## src/rtl/powlib_busmem.sv

```systemverilog
// Bus write sink: commits in-window words from a crossbar lane into a local
// register array, counts dropped words, and serves 1-cycle reads with forwarding.
module powlib_busmem #(
    parameter int unsigned        B_AW   = 2,
    parameter int unsigned        B_DW   = 4,
    parameter logic [B_AW-1:0]    B_BASE = '0,
    parameter int unsigned        B_SIZE = 4,
    parameter int unsigned        ECW    = 8,
    parameter string              ID     = "BUSMEM",
    parameter bit                 EDBG   = 1'b0
) (
    input  logic            clk,
    input  logic            rst,
    input  logic [B_DW-1:0] wrdata,
    input  logic [B_AW-1:0] wraddr,
    input  logic            wrvld,
    output logic            wrrdy,
    input  logic            clr,
    output logic            busy,
    input  logic [B_AW-1:0] rdaddr,
    input  logic            rdreq,
    output logic [B_DW-1:0] rddata,
    output logic            rdvld,
    output logic            rderr,
    output logic [ECW-1:0]  errcnt
);

    localparam int unsigned   IW       = (B_SIZE > 1) ? $clog2(B_SIZE) : 1;
    localparam logic [B_AW:0] WIN_LO   = {1'b0, B_BASE};
    localparam logic [B_AW:0] WIN_SIZE = (B_AW+1)'(B_SIZE);
    localparam logic [IW-1:0] LAST_IDX = IW'(B_SIZE - 1);

    typedef enum logic [1:0] {ST_INIT, ST_RUN, ST_DRAIN} state_t;

    // Offset from the window base in one extra bit: addresses below the base
    // wrap to >= 2**B_AW, so a single "< size" compare tests both bounds.
    function automatic logic [B_AW:0] win_off(input logic [B_AW-1:0] a);
        return {1'b0, a} - WIN_LO;
    endfunction

    logic [B_DW-1:0] mem [B_SIZE];

    state_t          state_reg;
    logic [IW-1:0]   init_idx_reg;
    logic            s1_vld_reg;
    logic            s1_win_reg;
    logic [IW-1:0]   s1_idx_reg;
    logic [B_DW-1:0] s1_data_reg;
    logic [ECW-1:0]  errcnt_reg;
    logic            rdvld_reg;
    logic            rderr_reg;
    logic [B_DW-1:0] rddata_reg;

    logic [B_AW:0]   wr_off;
    logic [B_AW:0]   rd_off;
    logic            wr_in_win;
    logic            rd_in_win;
    logic [IW-1:0]   wr_idx;
    logic [IW-1:0]   rd_idx;
    logic            run;
    logic            wr_fire;
    logic            rd_fire;
    logic            rd_fwd;

    assign wr_off    = win_off(wraddr);
    assign rd_off    = win_off(rdaddr);
    assign wr_in_win = (wr_off < WIN_SIZE);
    assign rd_in_win = (rd_off < WIN_SIZE);
    assign wr_idx    = IW'(wr_off);
    assign rd_idx    = IW'(rd_off);

    assign run     = (state_reg == ST_RUN);
    assign wr_fire = wrvld && run;
    assign rd_fire = rdreq && run;
    // The word in s1 commits on the same edge the read samples memory.
    assign rd_fwd  = s1_vld_reg && s1_win_reg && (s1_idx_reg == rd_idx);

    always_ff @(posedge clk or negedge rst) begin
        if (!rst) begin
            state_reg    <= ST_INIT;
            init_idx_reg <= '0;
            s1_vld_reg   <= 1'b0;
            s1_win_reg   <= 1'b0;
            s1_idx_reg   <= '0;
            s1_data_reg  <= '0;
            errcnt_reg   <= '0;
            rdvld_reg    <= 1'b0;
            rderr_reg    <= 1'b0;
            rddata_reg   <= '0;
        end else begin
            case (state_reg)
                ST_INIT: begin
                    if (clr) begin
                        init_idx_reg <= '0;
                    end else if (init_idx_reg == LAST_IDX) begin
                        state_reg <= ST_RUN;
                    end else begin
                        init_idx_reg <= init_idx_reg + 1'b1;
                    end
                end
                ST_RUN: begin
                    if (clr) begin
                        state_reg <= ST_DRAIN;
                    end
                end
                ST_DRAIN: begin
                    state_reg    <= ST_INIT;
                    init_idx_reg <= '0;
                end
                default: state_reg <= ST_INIT;
            endcase

            s1_vld_reg <= wr_fire;
            if (wr_fire) begin
                s1_win_reg  <= wr_in_win;
                s1_idx_reg  <= wr_idx;
                s1_data_reg <= wrdata;
            end

            if (s1_vld_reg && !s1_win_reg && (errcnt_reg != '1)) begin
                errcnt_reg <= errcnt_reg + 1'b1;
            end

            rdvld_reg <= rd_fire;
            if (rd_fire) begin
                rderr_reg <= !rd_in_win;
                if (!rd_in_win) begin
                    rddata_reg <= '0;
                end else if (rd_fwd) begin
                    rddata_reg <= s1_data_reg;
                end else begin
                    rddata_reg <= mem[rd_idx];
                end
            end
        end
    end

    always_ff @(posedge clk) begin
        if (state_reg == ST_INIT) begin
            mem[init_idx_reg] <= '0;
        end else if (s1_vld_reg && s1_win_reg) begin
            mem[s1_idx_reg] <= s1_data_reg;
        end
    end

    assign wrrdy  = run;
    assign busy   = !run;
    assign rdvld  = rdvld_reg;
    assign rderr  = rderr_reg;
    assign rddata = rddata_reg;
    assign errcnt = errcnt_reg;

endmodule
```

## config.mk

```make
export PLATFORM = sky130hd
export DESIGN_NAME = powlib_busmem
export DESIGN_NICKNAME = d
export VERILOG_FILES = /design/src/rtl/powlib_busmem.sv
export SDC_FILE = /design/constraint.sdc
export NUM_CORES = 1
export LEC_CHECK = 0
export ABC_CLOCK_PERIOD_IN_PS = 5700
export CORE_MARGIN = 2
export CORE_UTILIZATION = 40
export CTS_CLUSTER_SIZE = 30
export DETAILED_ROUTE_END_ITERATION = 10
export GPL_ROUTABILITY_DRIVEN = 0
export SKIP_CTS_REPAIR_TIMING = 1
export SYNTH_ARGS = -nofsm -noshare
export SYNTH_HDL_FRONTEND = slang
export SYNTH_SLANG_ARGS = --single-unit
export TNS_END_PERCENT = 10
```

## constraint.sdc

```tcl
create_clock -name clk -period 5.7 [get_ports clk]
set_clock_uncertainty 0.15 [all_clocks]
set_input_delay 1.14 -clock clk [delete_from_list [all_inputs] [get_ports clk]]
set_output_delay 1.14 -clock clk [all_outputs]
set_load 0.02 [all_outputs]
```

==> flow_metrics.env <==
export IMPL_status="completed"
export IMPL_layout_nets=180
export IMPL_power_density_nw_per_um2=420
export IMPL_cts_root_buffer="clkbuf_8"
export IMPL_placed_cells=210
export IMPL_synth_edf_count=16
export IMPL_cts_made_buffers=5
export IMPL_core_um2=4380
export IMPL_final_util_pct=50.7
export IMPL_slew_violations=0
export IMPL_path_class="reg -> out"
export IMPL_die_w_um=71.8
export IMPL_grt_usage_pct=15.3
export IMPL_dp_hpwl_um=2670
export IMPL_postSynthCellCount=136
export IMPL_reg2reg_from="state_reg[0]"
export IMPL_grt_pass1_wl_um=5860
export IMPL_hold_viol_final=0
export IMPL_comb_power_share_pct=28.9
export IMPL_tns_ns=0
export IMPL_via_count=1141
export IMPL_cts_tree="built"
export IMPL_ys_ff_latch=41
export IMPL_area_growth_pct=20.9
export IMPL_place_ws_ns=2.64
export IMPL_async_reset_ff_share_pct=61.0
export IMPL_dr_pass1_iters=4
export IMPL_use_met2_pct=22.8
export IMPL_use_met3_pct=4.78
export IMPL_die_area_um2=5160
export IMPL_drt_iter0_markers=49
export IMPL_vias_per_cell=5.26
export IMPL_timing_hold_ws_ns=0.341
export IMPL_start_util_pct=42.0
export IMPL_max_slew_worst_pin_slew_ns=1.09
export IMPL_start_kind="flop"
export IMPL_seqPwrFrac_pct=51.0
export IMPL_ant_nets=0
export IMPL_period_minus_slack_ns=3.19
export IMPL_largest_reg_flops=16
export IMPL_synth_yosys_seq_area_share_pct=60.1
export IMPL_switchingPower_mw=0.300
export IMPL_rsz0062_at_grt="no"
export IMPL_cpMaxStageDelayCell="clkdlybuf4s50_1"
export IMPL_met1_usage_pct=20.8
export IMPL_path_buf_inv=1
export IMPL_cp_arrival_ns=1.90
export IMPL_portBuffers=27
export IMPL_routedWlPerCell_um=16.1
export IMPL_p_int_mw=0.634
export IMPL_min_delay_start="errcnt[7]"
export IMPL_whs_endpoint="errcnt[7]"
export IMPL_setup_viol=0
export IMPL_num_antenna_cells=0
export IMPL_power_frac_clock_pct=20.1
export IMPL_placed_area_um2=2140
export IMPL_syn_nets=151
export IMPL_final_cells=217
export IMPL_drc=0
export IMPL_synth_cell_types=35
export IMPL_r2r_slack_ns=3.67
export IMPL_crit_path_max_incr_delay_ns=0.70
export IMPL_setup_slack_ns=2.51
export IMPL_clk_pin_slew_ns=0.07
export IMPL_grt_max_degree=26
export IMPL_clk_latency_ns=0.29
export IMPL_p_leak_nw=0.929
export IMPL_synth_ff_type="dfrtp_1"
export IMPL_fmax_mhz=313
export IMPL_crit_chain="nor2b_1 -> clkdlybuf4s50_1"
export IMPL_wl_um=3490
export IMPL_syn_avg_cell_area_um2=13.5
export IMPL_cp_required_ns=4.41
export IMPL_die_y_um=71.8
export IMPL_cts_sinks=41
export IMPL_ir_drop_v=0.000172
export IMPL_end_kind="output port"
export IMPL_busiest_layer="met2"
export IMPL_r2r_cells=2
export IMPL_mappedNetlistArea_um2=1840
export IMPL_reg2reg_to="mem[0][1]"
export IMPL_clockBufferDepth=2
export IMPL_swShare_pct=32.1
export IMPL_cap_violations=0
export IMPL_power_mw=0.934
export IMPL_min_path_type="reg -> reg"
export IMPL_antenna_found_initial=0
export IMPL_grt_pass1_vias=1172
export IMPL_layout_drive_gt1_share_pct=13.9
export IMPL_stdcell_area_um2=2220
export IMPL_io_pins=29
export IMPL_grt_ovfl_total=0
export IMPL_yosys_warnings=0
export IMPL_crit_family="buffers and inverters"
export IMPL_cts_max_level=2
export IMPL_hold_depth=1
export IMPL_worstPathMaxFanout=8
export IMPL_slew_headroom_pct=27.4
export IMPL_rows=24
export IMPL_period_share_pct=56.0
-- metal layers --
metal  up-vias  wire [um]
met2        33       1630
met1       555       1620
met5         -          0
met4         0         61
li1        545          -
met3         8        182
-- cells in the final DEF (no fill, tap or decap), types with 2 or more instances in the layout --
cell             netlist  routed
and2_1                 7       7
a21oi_1                2       2
nand3_1                5       5
dfrtp_1               25      25
nor3_1                 5       5
xor2_1                 7       7
ha_1                   2       2
mux2_2                 6       6
mux4_2                 4       4
clkdlybuf4s50_1        0      27
a221o_1                4       4
inv_1                  6       6
o21ai_0                2       2
o22ai_1                2       2
o31ai_1                2       2
nor2_1                 5       5
and2_2                 2       2
xnor2_1                4       4
clkbuf_8               0       6
edfxtp_1              16      16
nor2b_1                2       2
nand2_1                9       9
-- cells in the mapped netlist, drive strengths merged, types with 2 or more instances --
library cell   n  area share, %
a221o          4            2.2
ha             2            1.4
o21ai          3            1.0
nand3          5            1.4
mux4           4            4.9
o31ai          2           0.82
inv            6            1.2
nand2         10            2.4
mux2           6            3.7
nor2b          2           0.68
xnor2          5            2.8
nor3           5            1.4
edfxtp        16             26
a21oi          2           0.54
dfrtp         25             34
nor2           5            1.0
buf            5            2.0
o22ai          2           0.68
and2           9            3.2
xor2           7            3.3
-- power by group through the flow --
stage | registers [mW] | logic [mW] | clock network [mW]
after floorplan | 0.473 | 0.176 | 0
after global placement | 0.477 | 0.266 | 0
after detailed placement | 0.483 | 0.272 | 0
after CTS | 0.478 | 0.274 | 0.195
after global routing | 0.490 | 0.297 | 0.208
final | 0.476 | 0.270 | 0.187
-- logic make-up (layout without fill, tap and decap cells) --
family	after synthesis	in the layout	synth area share (%)
multiplexers	10	10	8.57
AND/OR/NAND/NOR	41	41	12.8
other	1	1	0.204
adder cells (fa/ha/maj)	2	2	1.36
flip-flops	41	41	60.1
XOR/XNOR	12	12	6.12
buffers and inverters	11	40	3.27
AO/OA/AOI/OAI	18	18	7.55
-- worst max-delay path by stage --
stage / start / depth (start not counted) / endpoint
finish: state_reg[0] / 2 / wrrdy
detailed placement: rdaddr[0] / 5 / rddata[2]
global route: state_reg[0] / 2 / wrrdy
global placement: rdaddr[0] / 5 / rddata[2]
CTS: state_reg[0] / 2 / wrrdy
floorplan: rdaddr[0] / 5 / rddata[2]
-- cell type report --
cell class | count | area (um2)
Multi-Input combinational cell | 84 | 673
Timing Repair Buffer | 27 | 270
Tap cell | 52 | 65.1
Sequential cell | 41 | 1110
Fill cell | 364 | 2160
Inverter | 6 | 22.5
Clock buffer | 7 | 86.3
(Power assumes the default switching activity.)
==> patch (same settings) <==
Reset style: synchronous (`rst`), changed in one clocked block.
--- a/src/rtl/powlib_busmem.sv
+++ b/src/rtl/powlib_busmem.sv
@@ -77,3 +77,3 @@
 
-    always_ff @(posedge clk or negedge rst) begin
+    always_ff @(posedge clk) begin
         if (!rst) begin
Formal check against the unedited RTL: differs if rst is asserted again (counterexample within 10 cycles, from zero or initial values and one cycle with rst low); with rst held inactive, the same outputs for 10 cycles.
==> patch against the unedited design <==
Worst setup slack gained 0.096 ns. Fmax grew 3.1%. Routed wire length grew 6.3%. Sequential share of layout area shrank 4.8 points. Final area shrank 1.9%. Sequential cell count is the same. Area after synthesis shrank 3.4%. Largest cell class unchanged.
Power is not compared: it rests on default switching activity, and its combinational part moved more than twofold at a synthesized area within 25%.
==> patch: results (changes against the unedited design) <==
- Status: finished clean (unchanged)
- First-pass GRT wire length: 6.17 mm (was 5.86 mm)
- Vias in the first global route: 1332 (was 1172)
- WL/cell: 15.2 µm (was 16.1 µm)
- Netlist cell types: 36 (was 35)
- Peak supply drop: 0.000124 V
- Post-synthesis adder-cell area fraction: 1.41% (was 1.36%)
- Post-layout net count: 206 (was 180)
- Root buf cell: clkbuf_8 (unchanged)
- Clock Path Buffers: 2 (unchanged)
- Fraction of registers with async set/reset: 0% (was 61.0%)
- Post-synth EDFFs: 16 (unchanged)
- Measured slew at the worst slew-check pin: 0.548 ns (was 1.09 ns)
- Worst Hold Class: reg2reg (unchanged)
- CP startpoint: state_reg[0] (unchanged)
- Max Cap Viol: 0 (unchanged)
- Share of cells above drive strength 1: 7.81% (was 13.9%)
- Port bufs: 27 (unchanged)
- Gr usage total: 16.0% (was 15.3%)
- Critical R2R Capture: mem[3][3] (was mem[0][1])
- Dpl hpwl: 2.79 mm (was 2.67 mm)
- Worst Setup EP: wrrdy (unchanged)
- # diodes: 0 (unchanged)
- Number of buffers created by CTS: 5 (unchanged)
- Commonest cells in the netlist: dfxtp_1, edfxtp_1, a21oi_1, nand2_1, nor2_1 (was dfrtp_1, edfxtp_1, nand2_1, and2_1, xor2_1)
- DR iter-0 viols: 71 (was 49)
- Leakage power: 0.742 nW
- Syn Nets: 180 (was 151)
- Worst-path clk slew: 0.08 ns
- Compound-Gate Fraction of Synth Area: 15.3% (was 7.55%)
- Setup slack after layout: 2.61 ns (was 2.51 ns)
- Xor/xnor share of the synthesized area: 2.96% (was 6.12%)
- Vias per cell: 5.61 (was 5.26)
- Synth Warn #: 0 (unchanged)
- Largest net degree at the start of global routing: 20 (was 26)
- Post-Place Worst Slack: 2.41 ns (was 2.64 ns)
- Max FFs per register: 16 (unchanged)
- Congestion Overflow GR: 0 (unchanged)
- R2r setup slk: 3.76 ns (was 3.67 ns)
- Sequential share of the synthesized area: 55.2% (was 60.1%)
- Initial antenna violation count: 0 (unchanged)
- Worst reg2reg path depth: 4 (was 2)
- Final Hold Fails: 0 (unchanged)
- Worst Path Arrival: 1.80 ns (was 1.90 ns)
- Mux cell area share after synthesis: 6.20% (was 8.57%)
- Synth area leaders: dfxtp_1, edfxtp_1, mux4_2 (was dfrtp_1, edfxtp_1, mux4_2)
- H-tree Lvls: 2 (unchanged)
- Max Fanout on Critical Path: 12 (was 8)
- First-pass iteration count of the detailed router: 4 (unchanged)
- Clk_lat worst skew: 0.30 ns
==> patch: cell types whose count changed after synthesis, moves of 5 or more <==
| cell | unedited run | this run |
|---|---|---|
| dfrtp_1 | 25 | 0 |
| a21oi_1 | 2 | 15 |
| nand2_1 | 9 | 14 |
| mux2_2 | 6 | 0 |
| dfxtp_1 | 0 | 25 |
| o211ai_1 | 0 | 7 |
| nor2_1 | 5 | 11 |
==> patch: area by class of cell <==
class / count / area, µm²
well taps: 52 / 65.1
flip-flops and latches: 41 / 981
fillers: 396 / 2140
clock inverters: 3 / 46.3
inverters: 6 / 22.5
clock buffers: 5 / 68.8
multi-input cells: 110 / 728
repair buffers: 27 / 270
==> patch: report_power, final <==
group / internal [W] / leakage, nW / switching, W
registers: 0.000308 / 0.345 / 0.00000269
clock network: 0.000131 / 0.0543 / 0.000103
logic: 0.0000165 / 0.342 / 0.0000155
total: 0.000456 / 0.742 / 0.000122
==> patch: worst min path at each step <==
| stage | start | to | cells after the start |
|---|---|---|---|
| 5_1_grt | s1_data_reg[0] | s1_data_reg[0] | 2 |
| 6_report | s1_data_reg[3] | s1_data_reg[3] | 2 |
| 3_5_place_dp | s1_data_reg[3] | s1_data_reg[3] | 2 |
| 2_1_floorplan | s1_data_reg[0] | s1_data_reg[0] | 2 |
| 4_1_cts | s1_data_reg[3] | s1_data_reg[3] | 2 |
| 3_3_place_gp | s1_data_reg[2] | s1_data_reg[2] | 2 |
==> patch: cell families after synthesis <==
family | after synthesis
simple gates | 52
compound gates | 43
flops | 41
buf+inv | 14
xor+xnor | 6
mux | 6
fa+ha+maj | 2
other cells | 1
==> patch: critical path, stage by stage, from the launching register on <==
cell and delay (ns):
dfxtp_1 0.45, and2b_1 0.38, clkdlybuf4s50_1 0.67
==> patch: through the flow <==
step	hold slack [ns]	area (µm²)	std cells	power, W
2_1_floorplan	0.295	1780	165	0.000336
3_3_place_gp	0.320	2070	236	0.000350
3_5_place_dp	0.317	2070	236	0.000351
4_1_cts	0.330	2180	244	0.000583
5_1_grt	0.359	2180	244	0.000601
6_report	0.329	2180	244	0.000577
==> patch: layer usage <==
metal	share of wire, %	GRT usage, %	up-vias
met5	0	0	-
met4	1.6	5.66	0
met3	5.4	5.13	6
met2	48	24.7	43
met1	44	21.3	657
li1	-	-	662
